==> src/rtl/t1_quiesce_monitor.sv <==
// t1_quiesce_monitor
// Watches DUT AXI read/write traffic and retire activity and raises `idle`
// once nothing is outstanding and the bus has been quiet for QUIET_CYCLES
// consecutive cycles. It also latches sticky accounting errors when a
// counter would underflow or overflow.
//
// Handshake semantics: each *_fire input is the already-qualified
// valid&ready of its channel, sampled once per rising clock edge. A fire
// means exactly one transfer happened in that cycle. There is no
// backpressure from this block.
module t1_quiesce_monitor #(
  parameter int MAX_OUTSTANDING = 64,
  parameter int QUIET_CYCLES    = 16,
  parameter int CNT_W           = $clog2(MAX_OUTSTANDING + 1)
) (
  input  logic             clock,
  input  logic             reset,
  input  logic             initFlag,
  input  logic             ar_fire,
  input  logic             r_last_fire,
  input  logic             aw_fire,
  input  logic             b_fire,
  input  logic             retire_valid,
  output logic             idle,
  output logic [CNT_W-1:0] rd_outstanding,
  output logic [CNT_W-1:0] wr_outstanding,
  output logic             err_underflow,
  output logic             err_overflow
);

  localparam int QW = $clog2(QUIET_CYCLES + 1);
  localparam logic [CNT_W-1:0] CNT_MAX = CNT_W'(MAX_OUTSTANDING);
  localparam logic [QW-1:0]    Q_MAX   = QW'(QUIET_CYCLES);

  typedef enum logic [1:0] {
    BUSY  = 2'd0,
    QUIET = 2'd1,
    IDLE  = 2'd2
  } state_t;

  // Kept as a named enum signal so checkers can bind to it hierarchically.
  state_t state;
  state_t state_next;

  logic [CNT_W-1:0] rd_next;
  logic [CNT_W-1:0] wr_next;
  logic             rd_unf;
  logic             rd_ovf;
  logic             wr_unf;
  logic             wr_ovf;
  logic             activity;
  logic             quiet;
  logic [QW-1:0]    quiet_cnt;
  logic [QW-1:0]    quiet_cnt_next;

  // Read counter next value; a simultaneous issue and completion cancel out.
  always_comb begin
    rd_next = rd_outstanding;
    rd_unf  = 1'b0;
    rd_ovf  = 1'b0;
    if (ar_fire && !r_last_fire) begin
      if (rd_outstanding == CNT_MAX) rd_ovf = 1'b1;
      else                           rd_next = rd_outstanding + 1'b1;
    end else if (r_last_fire && !ar_fire) begin
      if (rd_outstanding == '0) rd_unf = 1'b1;
      else                      rd_next = rd_outstanding - 1'b1;
    end
  end

  // Write counter next value; same rules as the read side.
  always_comb begin
    wr_next = wr_outstanding;
    wr_unf  = 1'b0;
    wr_ovf  = 1'b0;
    if (aw_fire && !b_fire) begin
      if (wr_outstanding == CNT_MAX) wr_ovf = 1'b1;
      else                           wr_next = wr_outstanding + 1'b1;
    end else if (b_fire && !aw_fire) begin
      if (wr_outstanding == '0) wr_unf = 1'b1;
      else                      wr_next = wr_outstanding - 1'b1;
    end
  end

  // Quiet detection, saturating window count and next FSM state.
  always_comb begin
    activity = ar_fire | r_last_fire | aw_fire | b_fire | retire_valid | initFlag;
    quiet    = (rd_outstanding == '0) && (wr_outstanding == '0) && !activity;

    quiet_cnt_next = '0;
    if (quiet) begin
      if (quiet_cnt == Q_MAX) quiet_cnt_next = quiet_cnt;
      else                    quiet_cnt_next = quiet_cnt + 1'b1;
    end

    state_next = BUSY;
    if (quiet) begin
      if (quiet_cnt_next == Q_MAX) state_next = IDLE;
      else if (state == IDLE)      state_next = IDLE;
      else                         state_next = QUIET;
    end
  end

  // All state and outputs are flops; errors are sticky until reset.
  always_ff @(posedge clock or negedge reset) begin
    if (!reset) begin
      rd_outstanding <= '0;
      wr_outstanding <= '0;
      err_underflow  <= 1'b0;
      err_overflow   <= 1'b0;
      quiet_cnt      <= '0;
      state          <= BUSY;
      idle           <= 1'b0;
    end else begin
      rd_outstanding <= rd_next;
      wr_outstanding <= wr_next;
      if (rd_unf || wr_unf) err_underflow <= 1'b1;
      if (rd_ovf || wr_ovf) err_overflow  <= 1'b1;
      quiet_cnt      <= quiet_cnt_next;
      state          <= state_next;
      idle           <= (state_next == IDLE);
    end
  end

endmodule

==> config.mk <==
export PLATFORM = sky130hd
export DESIGN_NAME = t1_quiesce_monitor
export DESIGN_NICKNAME = d
export VERILOG_FILES = /design/src/rtl/t1_quiesce_monitor.sv
export SDC_FILE = /design/constraint.sdc
export NUM_CORES = 1
export LEC_CHECK = 0
export ABC_AREA = 1
export BUFFER_PORTS_ARGS = -buffer_cell sky130_fd_sc_hd__buf_2
export CAP_MARGIN = 20
export CORE_MARGIN = 2
export CORE_UTILIZATION = 30
export CTS_CLUSTER_SIZE = 24
export DETAILED_ROUTE_END_ITERATION = 7
export PLACE_DENSITY = 0.6
export SETUP_SLACK_MARGIN = 0.3
export SLEW_MARGIN = 40
export SYNTH_ARGS = -nofsm -noshare
export SYNTH_HDL_FRONTEND = slang
export SYNTH_SLANG_ARGS = --single-unit
==> constraint.sdc <==
create_clock -name clock -period 1.5 [get_ports clock]
set_input_delay 0.15 -clock clock [delete_from_list [all_inputs] [get_ports clock]]
set_output_delay 0.15 -clock clock [all_outputs]
set_load 0.05 [all_outputs]
# Word level (Yosys, flattened, before mapping)
# Cells that the tools add are included.
# word_totals
out_inout_bits	17
input_bits	8
elab_cells	69
regBits	24
# classes
n_mux	23
addsub	5
eq_ne	10
bitwise_logic	5
reduce_logical	19
# op_table
cell	count
two-way mux 7 bit	8
adder 7 x 1 -> 7 bit, second input constant	2
== test 7 bit, second input constant	2
zero test 7 bit	2
subtractor 7 x 1 -> 7 bit, second input constant	2
== test 5 bit, second input constant	2
two-way mux 1 bit	10
two-way mux 5 bit	2
!= test 2 bit, second input constant	4
logical AND 1 bit	6
two-way mux 2 bit	3
AND reduction 3 bit	2
adder 5 x 1 -> 5 bit, second input constant	1
zero test 1 bit	5
OR 1 bit	5
== test 2 bit, second input constant	2
nonzero test 2 bit	2
logical OR 1 bit	2

# Depth between registers and ports, before layout
# Gate-level depths: netlist of run 1.
# logic_depth
ltp_word	12
depth_mapped	12
depth_no_buf	12

# Worst setup path before layout of run 1
# Ideal clock, no wire load.
# synth_timing
path_kind	reg2reg
startpoint	register rd_outstanding[2]
endpoint	register rd_outstanding[5]
t_arrival_ps	1712
slack_ps	-330
n_path_buf	0
synth_period_minus_slack_ps	1830
t_required_ps	1382
path_stages_with_launch	9
setup_ps	118
cell_sequence	dfrtp_1 ha_1 a21oi_1 nand2_1 nand3_1 nand2_1 or2_2 nand3_1 nand2_1
# synth_via
elab_chain_len	4
word_cells_on_any_way	11
classes_between	add/sub (2); eq/ne (3); mux (4); reduce/logical (2)
# synth_lines
element	line_no	rtl
start: declaration	25	output logic [CNT_W-1:0] rd_outstanding,
start signal: assignment	114	rd_outstanding <= rd_next;
subtractor 7 x 1 -> 7 bit	66	else rd_next = rd_outstanding - 1'b1;
two-way mux 7 bit	65	if (rd_outstanding == '0) rd_unf = 1'b1;
two-way mux 7 bit	64	end else if (r_last_fire && !ar_fire) begin
two-way mux 7 bit	61	if (ar_fire && !r_last_fire) begin
# Parallel ways exist; a longest one is shown, timed or not. The select of a mux whose other input is x is not followed.
# A chain may end at the register's enable or synchronous reset.

# Worst setup path after layout of run 1
# Ends and elaborated chain as after synthesis.

==> results of run 1 <==
[sequential cells by signal, indices dropped and copies added, names as in the netlist]
signal / count
idle: 1
quiet_cnt: 5
err_underflow: 1
wr_outstanding: 7
rd_outstanding: 7
state: 2
err_overflow: 1
[cell families after synthesis]
group / synth area share
buf+inv: 0.0739
flops: 0.362
xor+xnor: 0.0422
compound gates: 0.0912
fa+ha+maj: 0.152
simple gates: 0.279
[Yosys cell counts, drive strengths merged (2+ instances only)]
cell type  instances
a31oi              3
a21oi              9
dfrtp             24
ha                17
inv               32
nand2             46
nor2              24
xnor2              3
nor3               2
fa                 2
nand4              2
o21ai             10
xor2               5
nand3             19
[final cells by class]
| cell class | instances | share of cell area |
|---|---|---|
| clock buffers | 3 | 0.0144 |
| clock inverters | 1 | 0.0105 |
| flip-flops and latches | 24 | 0.216 |
| well taps | 72 | 0.0314 |
| repair buffers | 76 | 0.230 |
| inverters | 32 | 0.0480 |
| multi-input cells | 146 | 0.450 |
[power breakdown]
| part | switching, mW | internal, mW | leakage (nW) | total [mW] |
|---|---|---|---|---|
| clock | 0.216 | 0.357 | 0.0357 | 0.572 |
| sequential | 0.279 | 0.907 | 0.287 | 1.19 |
| combinational | 2.39 | 2.05 | 1.03 | 4.44 |
| total | 2.89 | 3.32 | 1.35 | 6.20 |
[per-layer routing]
| layer | vias to the layer above | part of all wire |
|---|---|---|
| met2 | 22 | 0.48 |
| met5 | - | 0 |
| met4 | 0 | 0.0072 |
| li1 | 804 | - |
| met1 | 720 | 0.49 |
| met3 | 4 | 0.027 |
[layout by cell type, fill, tap and decap left out, types with 10 or more instances in the layout]
master,count
buf_2,13
buf_4,35
buf_6,22
dfrtp_2,15
ha_4,10
inv_1,20
nand2_1,28
nand2_2,14
nand3_2,11
nor2_1,15
[stage by stage]
| stage | hold WS (ns) | util | total power [mW] | setup TNS [ns] |
|---|---|---|---|---|
| 3_3_place_gp | 0.174 | 0.396 | 4.24 | -0.846 |
| 4_1_cts | 0.266 | 0.453 | 5.25 | 0 |
| 6_report | 0.308 | 0.528 | 6.20 | 0 |
| 2_1_floorplan | -0.146 | - | 3.45 | -0.0188 |
| 5_1_grt | 0.336 | 0.528 | 6.63 | -0.235 |
| 3_5_place_dp | 0.186 | 0.396 | 4.28 | -0.946 |
[path summary, 6_finish.rpt]
path	depth (start not counted)	to	slack, ns
max	8	rd_outstanding[5]	0.02
min	6	quiet_cnt[3]	0.31
min in group asynchronous	2	wr_outstanding[3]	0.39
min reg2reg	2	err_underflow	0.49
max reg2reg	8	rd_outstanding[5]	0.02
max in group asynchronous	2	rd_outstanding[6]	0.70
[tightest hold or removal path: stages]
cell     delay (ns)
buf_2          0.08
nor2_1         0.04
nand2_2        0.07
nor2_4         0.05
nand3_4        0.12
nor2_4         0.04
[repair_timing]
item / in CTS / in global routing
buffers inserted: 16 / 16
endpoints found under the hold margin: 24 / 0
resized for setup: 25 / 89
setup endpoints to repair: 21 / 32
hold buffers: 1 / 0
pin swaps: 19 / 20
==> results.json, run 1 <==
{
  "fin_skew_ns": 0.00268,
  "antenna_found_initial": 0,
  "synth-seq-cells": 24,
  "power_per_cell_area_mw_per_mm2": 2160,
  "htreeDepth": 1,
  "cp_max_fo": 4,
  "status": "complete, no violations",
  "max_freq_ghz": 0.675,
  "drv_cap": 0,
  "drt-initial-drc-count": 53,
  "yosys.area.top_type_share": 0.362,
  "top_usage_layer": "met2",
  "min_period_ns": 1.48,
  "placed_cells": 317,
  "ios": 25,
  "worst_setup_path_end_kind": "flop",
  "grt_overflow": 0,
  "drive_gt1_frac": 0.635,
  "insertion_delay_ns": 0.27,
  "worstPathRequired_ns": 1.67,
  "hp-start": "retire_valid",
  "syn_inst": 202,
  "num_vias": 1550,
  "synth_fp_nets": 229,
  "synth_area_leaders": "dfrtp_1, ha_1, nand2_1, inv_1, nand3_1",
  "fin_cells": 354,
  "worstSetupStartpointType": "flop",
  "yosys.area.top_type": "dfrtp_1",
  "fillers": 476,
  "area_delta_synth_final_pct": 72.9,
  "viasPerCell": 4.38,
  "portBuffers": 24,
  "drc": 0,
  "critical-path-top-delay-family": "simple AND/OR/NAND/NOR gates",
  "grt_max_degree": 25,
  "gp_congestion": 0.792,
  "cts-buffers-inserted": 3,
  "yosys_warnings": 0,
  "finalCritPeriodShare": 0.987,
  "met3_usage": 0.0172,
  "seq_area_frac_synth": 0.362,
  "routedWlPerCell_um": 12.9,
  "hold_path.class": "in -> reg",
  "synth_area_mm2": 0.00166,
  "async_flop_share": 1.00,
  "hold_violations": 0,
  "setup_viol": 0,
  "finalInstanceArea_mm2": 0.00287,
  "critPathBufInv": 0,
  "synth_edf_count": 0,
  "fin_nets": 310,
  "cts_tree": "built",
  "multiInputGateArea_mm2": 0.00129,
  "worstPathArrival_ns": 1.65,
  "clockBufferDepth": 2,
  "grt.total_usage": 0.140,
  "synthFlopType": "dfrtp_1",
  "rsz0062_at_grt": "yes",
  "pre_cts_ws_ns": -0.184,
  "power_leakage_nw": 1.35,
  "fp-row-count": 27,
  "routed_wl_mm": 4.56,
  "seq_area_um2": 619,
  "tightest_slew_ns": 0.558,
  "r2r_start": "rd_outstanding[2]",
  "cts_root_buf": "clkbuf_8",
  "crit_path_start": "rd_outstanding[2]",
  "ir_worst_vdd_mv": 1.12,
  "use_met1": 0.203,
  "slowest_stage": "dfrtp_2",
  "core-area_mm2": 0.00544,
  "die_y_um": 78.4,
  "diodes": 0,
  "maxSlewViolCount": 0,
  "slew_headroom": 0.628,
  "antenna_left": 0,
  "postSynthAreaPerCell_um2": 8.22,
  "cpPeakStageDelay_ns": 0.45,
  "path_cells": "ha_4 > a21oi_2 > nand2_2 > nand3_2 > nand2_2 > or2_4 > nand3_2 > nand2_1",
  "grt_use_met2": 0.222,
  "path_class": "reg -> reg",
  "first_pass_iters": 4,
  "grt_pass1_wl_mm": 6.87,
  "dp_hpwl_mm": 2.91,
  "start_util": 0.305,
  "clk_pin_slew_ns": 0.09,
  "place_area_mm2": 0.00215,
  "dieArea_mm2": 0.00615,
  "cts.sinks": 24,
  "grt_pass1_vias": 1449,
  "synth_cell_types": 29,
  "die_w_um": 78.4,
  "fin_ws_ns": 0.0194
}
Note: power is estimated with default switching activity, not from simulation.
==> run 2: changes to the inputs <==
CELL_PAD_IN_SITES_DETAIL_PLACEMENT = 1   (was unset)
CELL_PAD_IN_SITES_GLOBAL_PLACEMENT = 1   (was unset)
PLACE_DENSITY = 0.73   (was 0.6)
TNS_END_PERCENT = 5   (was unset)
==> run 2 against run 1 <==
  * First-iteration DRC count decreased by 45%
  * Worst hold slack lost 0.0095 ns
  * Critical path type unchanged
  * Non-clock buffer count decreased by 27
  * Highest routed layer unchanged
  * Global-route usage is 0.42 points higher
  * Clock skew about the same
  * Routed wire length is 4.1% lower
  * Core utilization fell by 9.7 points
  * Sequential share of layout area up 4.7 points
  * Sequential power hardly changed
==> results.json, run 2 (synthesized netlist as in run 1, its figures left out) <==
{
  "r2r_start": "rd_outstanding[2]",
  "start_util": 0.305,
  "rsz0062_at_grt": "yes",
  "worstPathArrival_ns": 1.63,
  "drt-initial-drc-count": 29,
  "worstPathRequired_ns": 1.66,
  "cts.sinks": 24,
  "diodes": 0,
  "pre_cts_ws_ns": -0.236,
  "area_delta_synth_final_pct": 41.1,
  "fin_ws_ns": 0.0322,
  "die_y_um": 78.4,
  "power_frac_comb": 0.648,
  "finalCritPeriodShare": 0.979,
  "grt_overflow": 0,
  "fillers": 655,
  "final_common_cell": "nand2_1",
  "multiInputGateArea_mm2": 0.00111,
  "pwr-share-seq": 0.240,
  "ios": 25,
  "reg.largest.list": "rd_outstanding: 7 flops, wr_outstanding: 7 flops, quiet_cnt: 5 flops",
  "clk_pin_slew_ns": 0.09,
  "crit_path_start": "rd_outstanding[2]",
  "worst_setup_path_end_kind": "flop",
  "intPower_mw": 2.52,
  "drv_cap": 0,
  "cts_tree": "built",
  "power_leakage_nw": 1.14,
  "routed_wl_mm": 4.37,
  "finalInstanceArea_mm2": 0.00234,
  "clockBufferDepth": 2,
  "hold_violations": 0,
  "pwr-share-clk": 0.112,
  "p_sw_mw": 2.56,
  "place_area_mm2": 0.00206,
  "hp-start": "retire_valid",
  "drc": 0,
  "max_freq_ghz": 0.681,
  "fp-row-count": 27,
  "whs_ns": 0.298,
  "setup_tns_ns": 0,
  "grt.total_usage": 0.145,
  "min_period_ns": 1.47,
  "antenna_found_initial": 0,
  "antenna_left": 0,
  "routedWlPerCell_um": 13.4,
  "htreeDepth": 1,
  "tightest_slew_ns": 0.556,
  "dieArea_mm2": 0.00615,
  "cts-buffers-inserted": 3,
  "path_class": "reg -> reg",
  "viasPerCell": 4.62,
  "ir_worst_vdd_mv": 0.963,
  "first_pass_iters": 4,
  "slew_headroom": 0.629,
  "grt_pass1_wl_mm": 7.13,
  "status": "complete, no violations",
  "die_w_um": 78.4,
  "layout_common_cells": "nand2_1, inv_1, buf_2",
  "portBuffers": 24,
  "power_per_cell_area_mw_per_mm2": 2170,
  "seq_area_um2": 617,
  "core-area_mm2": 0.00544,
  "grt_max_degree": 25,
  "cts_root_buf": "clkbuf_8",
  "fin_nets": 283,
  "worstSetupStartpointType": "flop",
  "dp_hpwl_mm": 3.18,
  "drive_gt1_frac": 0.451,
  "gp_congestion": 0.795,
  "setup_viol": 0,
  "hold_path.class": "in -> reg",
  "num_vias": 1512,
  "swShare": 0.503,
  "cp_max_fo": 4,
  "r2r_slack_ns": 0.03,
  "fin_skew_ns": 0.00280,
  "insertion_delay_ns": 0.26,
  "maxSlewViolCount": 0,
  "grt_pass1_vias": 1514
}
[run 2: changes by cell type in the layout (fill, tap and decap cells not counted), sizes merged]
cell	previous run	this run
buf	75	48
inv	31	32
clkinv	1	0
[run 2: routing by layer]
layer,share of wire,global-route usage,vias to the layer above
met5,0,0,-
met2,0.52,0.264,13
met3,0.018,0.0115,2
met4,0.0057,0.0316,0
met1,0.45,0.187,743
li1,-,-,754
[run 2: worst max-delay path, cell delays in order, from the launching register on]
cell     delay (ns)
dfrtp_2        0.45
ha_4           0.23
a21oi_2        0.12
nand2_2        0.08
nand3_2        0.07
nand2_2        0.06
or2_4          0.22
nand3_2        0.06
nand2_1        0.06
[run 2: what timing repair did]
action | 4_1_cts | 5_1_grt
hold buffers | 1 | 0
setup endpoints to repair | 21 | 25
pin swaps | 4 | 9
gates resized for setup | 4 | 31
setup buffers | 4 | 5
hold endpoints to repair | 24 | 0
[run 2: power by group through the flow]
stage / clock network, mW / logic (mW) / registers (mW)
3_5_place_dp: 0 / 2.91 / 1.25
4_1_cts: 0.582 / 3.03 / 1.23
2_1_floorplan: 0 / 1.38 / 1.93
6_report: 0.570 / 3.30 / 1.22
3_3_place_gp: 0 / 2.83 / 1.25
5_1_grt: 0.600 / 3.64 / 1.26
[run 2: final timing paths]
path / endpoint / cells after the start
hold reg to reg: err_overflow / 1
min in group asynchronous: rd_outstanding[0] / 2
setup reg to reg: rd_outstanding[5] / 8
setup / recovery: rd_outstanding[5] / 8
max in group asynchronous: wr_outstanding[1] / 2
hold / removal: quiet_cnt[3] / 6
[run 2: per-stage QoR]
step,total power [mW],util,cells
2_1_floorplan,3.31,-,202
3_3_place_gp,4.08,0.379,313
3_5_place_dp,4.16,0.379,313
4_1_cts,4.85,0.403,322
5_1_grt,5.50,0.431,327
6_report,5.08,0.431,327
[run 2: layout make-up]
class	instances	share of cell area
tap	72	0.0384
clock buffer	3	0.0176
sequential	24	0.263
inverter	32	0.0534
timing repair buffer	49	0.142
multi-input combinational	146	0.473
clock inverter	1	0.0128
==> run 3: changes to the inputs <==
PLACE_DENSITY = unset   (was 0.73)
PLACE_DENSITY_LB_ADDON = 0.1   (was unset)
clock period = 1.6 ns   (was 1.5 ns; I/O delays follow)
==> run 3 against run 2 <==
  * Worst hold slack got worse by 0.021 ns
  * Register-to-register slack improved by 0.13 ns
  * Clock power shrank 4.9%
  * Power is 8.7% lower
  * Combinational power fell by 10%
  * Count of clock-buffer cells in the layout stayed put
  * Largest cell class unchanged
  * Cell count up 0.31%
  * Clock skew is 0.0028 ns higher
  * Sequential share of layout area rose by 0.37 points
  * Largest power group unchanged
==> results.json, run 3 (synthesized netlist as in run 1, its figures left out) <==
{
  "path_cells": "ha_4 > a21oi_2 > nand2_1 > nand3_2 > nand2_1 > or2_4 > nand3_2 > nand2_1",
  "insertion_delay_ns": 0.27,
  "crit_top_cell": "nand2_1",
  "diodes": 0,
  "cpPeakStageDelay_ns": 0.45,
  "core-area_mm2": 0.00544,
  "worst_setup_path_end_kind": "flop",
  "met3_usage": 0.0241,
  "maxSlewViolCount": 0,
  "clk_pin_slew_ns": 0.09,
  "layout_common_cells": "nand2_1, inv_1, buf_2, buf_4, nor2_1",
  "placed_cells": 318,
  "slowest_stage": "dfrtp_2",
  "slew_headroom": 0.609,
  "setup_viol": 0,
  "gp_congestion": 0.773,
  "r2r_start": "rd_outstanding[2]",
  "htreeDepth": 1,
  "cts.sinks": 24,
  "max_freq_ghz": 0.695,
  "antenna_left": 0,
  "fin_skew_ns": 0.00556,
  "pwr-share-clk": 0.117,
  "timing.rr.end": "rd_outstanding[5]",
  "final_common_cell": "nand2_1",
  "multiInputGateArea_mm2": 0.00107,
  "clockBufferDepth": 2,
  "ir_worst_vdd_mv": 0.958,
  "drv_cap": 0,
  "grt.total_usage": 0.142,
  "fin_cells": 328,
  "power_per_cell_area_mw_per_mm2": 2010,
  "p_sw_mw": 2.30,
  "grt_max_degree": 25,
  "pwr-share-seq": 0.243,
  "hold_path.class": "in -> reg",
  "grt_overflow": 0,
  "seq_area_um2": 616,
  "hold_violations": 0,
  "crit_path_start": "rd_outstanding[2]",
  "path_class": "reg -> reg",
  "die_y_um": 78.4,
  "whs_ns": 0.277,
  "drt-initial-drc-count": 30,
  "dp_hpwl_mm": 3.22,
  "start_util": 0.305,
  "first_pass_iters": 3,
  "status": "complete, no violations",
  "area_delta_synth_final_pct": 38.9,
  "fp-row-count": 27,
  "num_vias": 1510,
  "grt_pass1_vias": 1512,
  "fin_ws_ns": 0.161,
  "top_usage_layer": "met2",
  "reg.largest.list": "rd_outstanding: 7 flops, wr_outstanding: 7 flops, quiet_cnt: 5 flops",
  "endpoint": "rd_outstanding[5]",
  "cts_tree": "built",
  "intPower_mw": 2.34,
  "portBuffers": 24,
  "drive_gt1_frac": 0.414,
  "r2r_slack_ns": 0.16,
  "cp_max_fo": 4,
  "tightest_slew_ns": 0.586,
  "reg2reg_depth": 8,
  "use_met1": 0.176,
  "routed_wl_mm": 4.08,
  "die_w_um": 78.4,
  "cts-buffers-inserted": 3,
  "dieArea_mm2": 0.00615,
  "min_period_ns": 1.44,
  "rsz0062_at_grt": "yes",
  "viasPerCell": 4.60,
  "worstPathArrival_ns": 1.61,
  "drc": 0,
  "power_frac_comb": 0.640,
  "finalCritPeriodShare": 0.899,
  "worstPathRequired_ns": 1.77,
  "grt_pass1_wl_mm": 6.87,
  "grt_use_met2": 0.257,
  "antenna_found_initial": 0,
  "pre_cts_ws_ns": -0.119,
  "power_leakage_nw": 1.15,
  "fin_nets": 284,
  "swShare": 0.496,
  "fillers": 676,
  "ios": 25,
  "worstSetupStartpointType": "flop",
  "routedWlPerCell_um": 12.4,
  "cts_root_buf": "clkbuf_8"
}
==> run 3: layer usage <==
| layer | vias up | share of wire |
|---|---|---|
| li1 | 757 | - |
| met1 | 732 | 0.44 |
| met2 | 19 | 0.52 |
| met3 | 2 | 0.023 |
| met4 | 0 | 0.0093 |
| met5 | - | 0 |
==> run 3: power by group through the flow <==
| stage | clock network [mW] | logic (mW) | registers (mW) |
|---|---|---|---|
| floorplan | 0 | 1.29 | 1.81 |
| global placement | 0 | 2.71 | 1.14 |
| detailed placement | 0 | 2.75 | 1.15 |
| CTS | 0.565 | 2.94 | 1.12 |
| global route | 0.586 | 3.29 | 1.17 |
| finish | 0.542 | 2.97 | 1.13 |
==> run 3: cell type report <==
cell class / count / area share
multi-input combinational: 146 / 0.466
sequential: 24 / 0.267
timing repair buffer: 50 / 0.143
inverter: 32 / 0.0543
tap: 72 / 0.0391
clock buffer: 3 / 0.0179
clock inverter: 1 / 0.0130
==> run 3: how the worst min path moves through the flow <==
| stage | from | endpoint | slack, ns | cells past startpoint |
|---|---|---|---|---|
| floorplan | reset | err_overflow | -0.14 | 0 |
| global placement | reset | wr_outstanding[3] | 0.20 | 1 |
| detailed placement | reset | wr_outstanding[3] | 0.21 | 1 |
| CTS | retire_valid | quiet_cnt[3] | 0.28 | 6 |
| global route | retire_valid | quiet_cnt[3] | 0.29 | 6 |
| finish | retire_valid | quiet_cnt[3] | 0.28 | 6 |
==> run 3: through the flow <==
stage	utilization	TNS, ns	instance area (um^2)	power (mW)
after CTS	0.415	0	2260	4.63
after floorplan	-	0	1740	3.10
after detailed placement	0.388	-0.537	2110	3.89
after global routing	0.424	0	2310	5.05
final	0.424	0	2310	4.64
after global placement	0.388	-0.326	2110	3.85
==> run 3: critical path: cells and delay by family (launching register included) <==
kind / cells / cell delay, ns
AND/OR/NAND/NOR: 6 / 0.53
AO/OA/AOI/OAI: 1 / 0.11
adder cells (fa/ha/maj): 1 / 0.24
flip-flops: 1 / 0.45
==> run 3: repair_timing <==
item                                   in CTS  in global routing
gates cloned                                0                  0
pin swaps                                   6                  6
hold buffers                                1                  0
resized for setup                           8                  8
setup buffers                               5                  0
setup endpoints to repair                  21                 21
endpoints found under the hold margin      24                  0
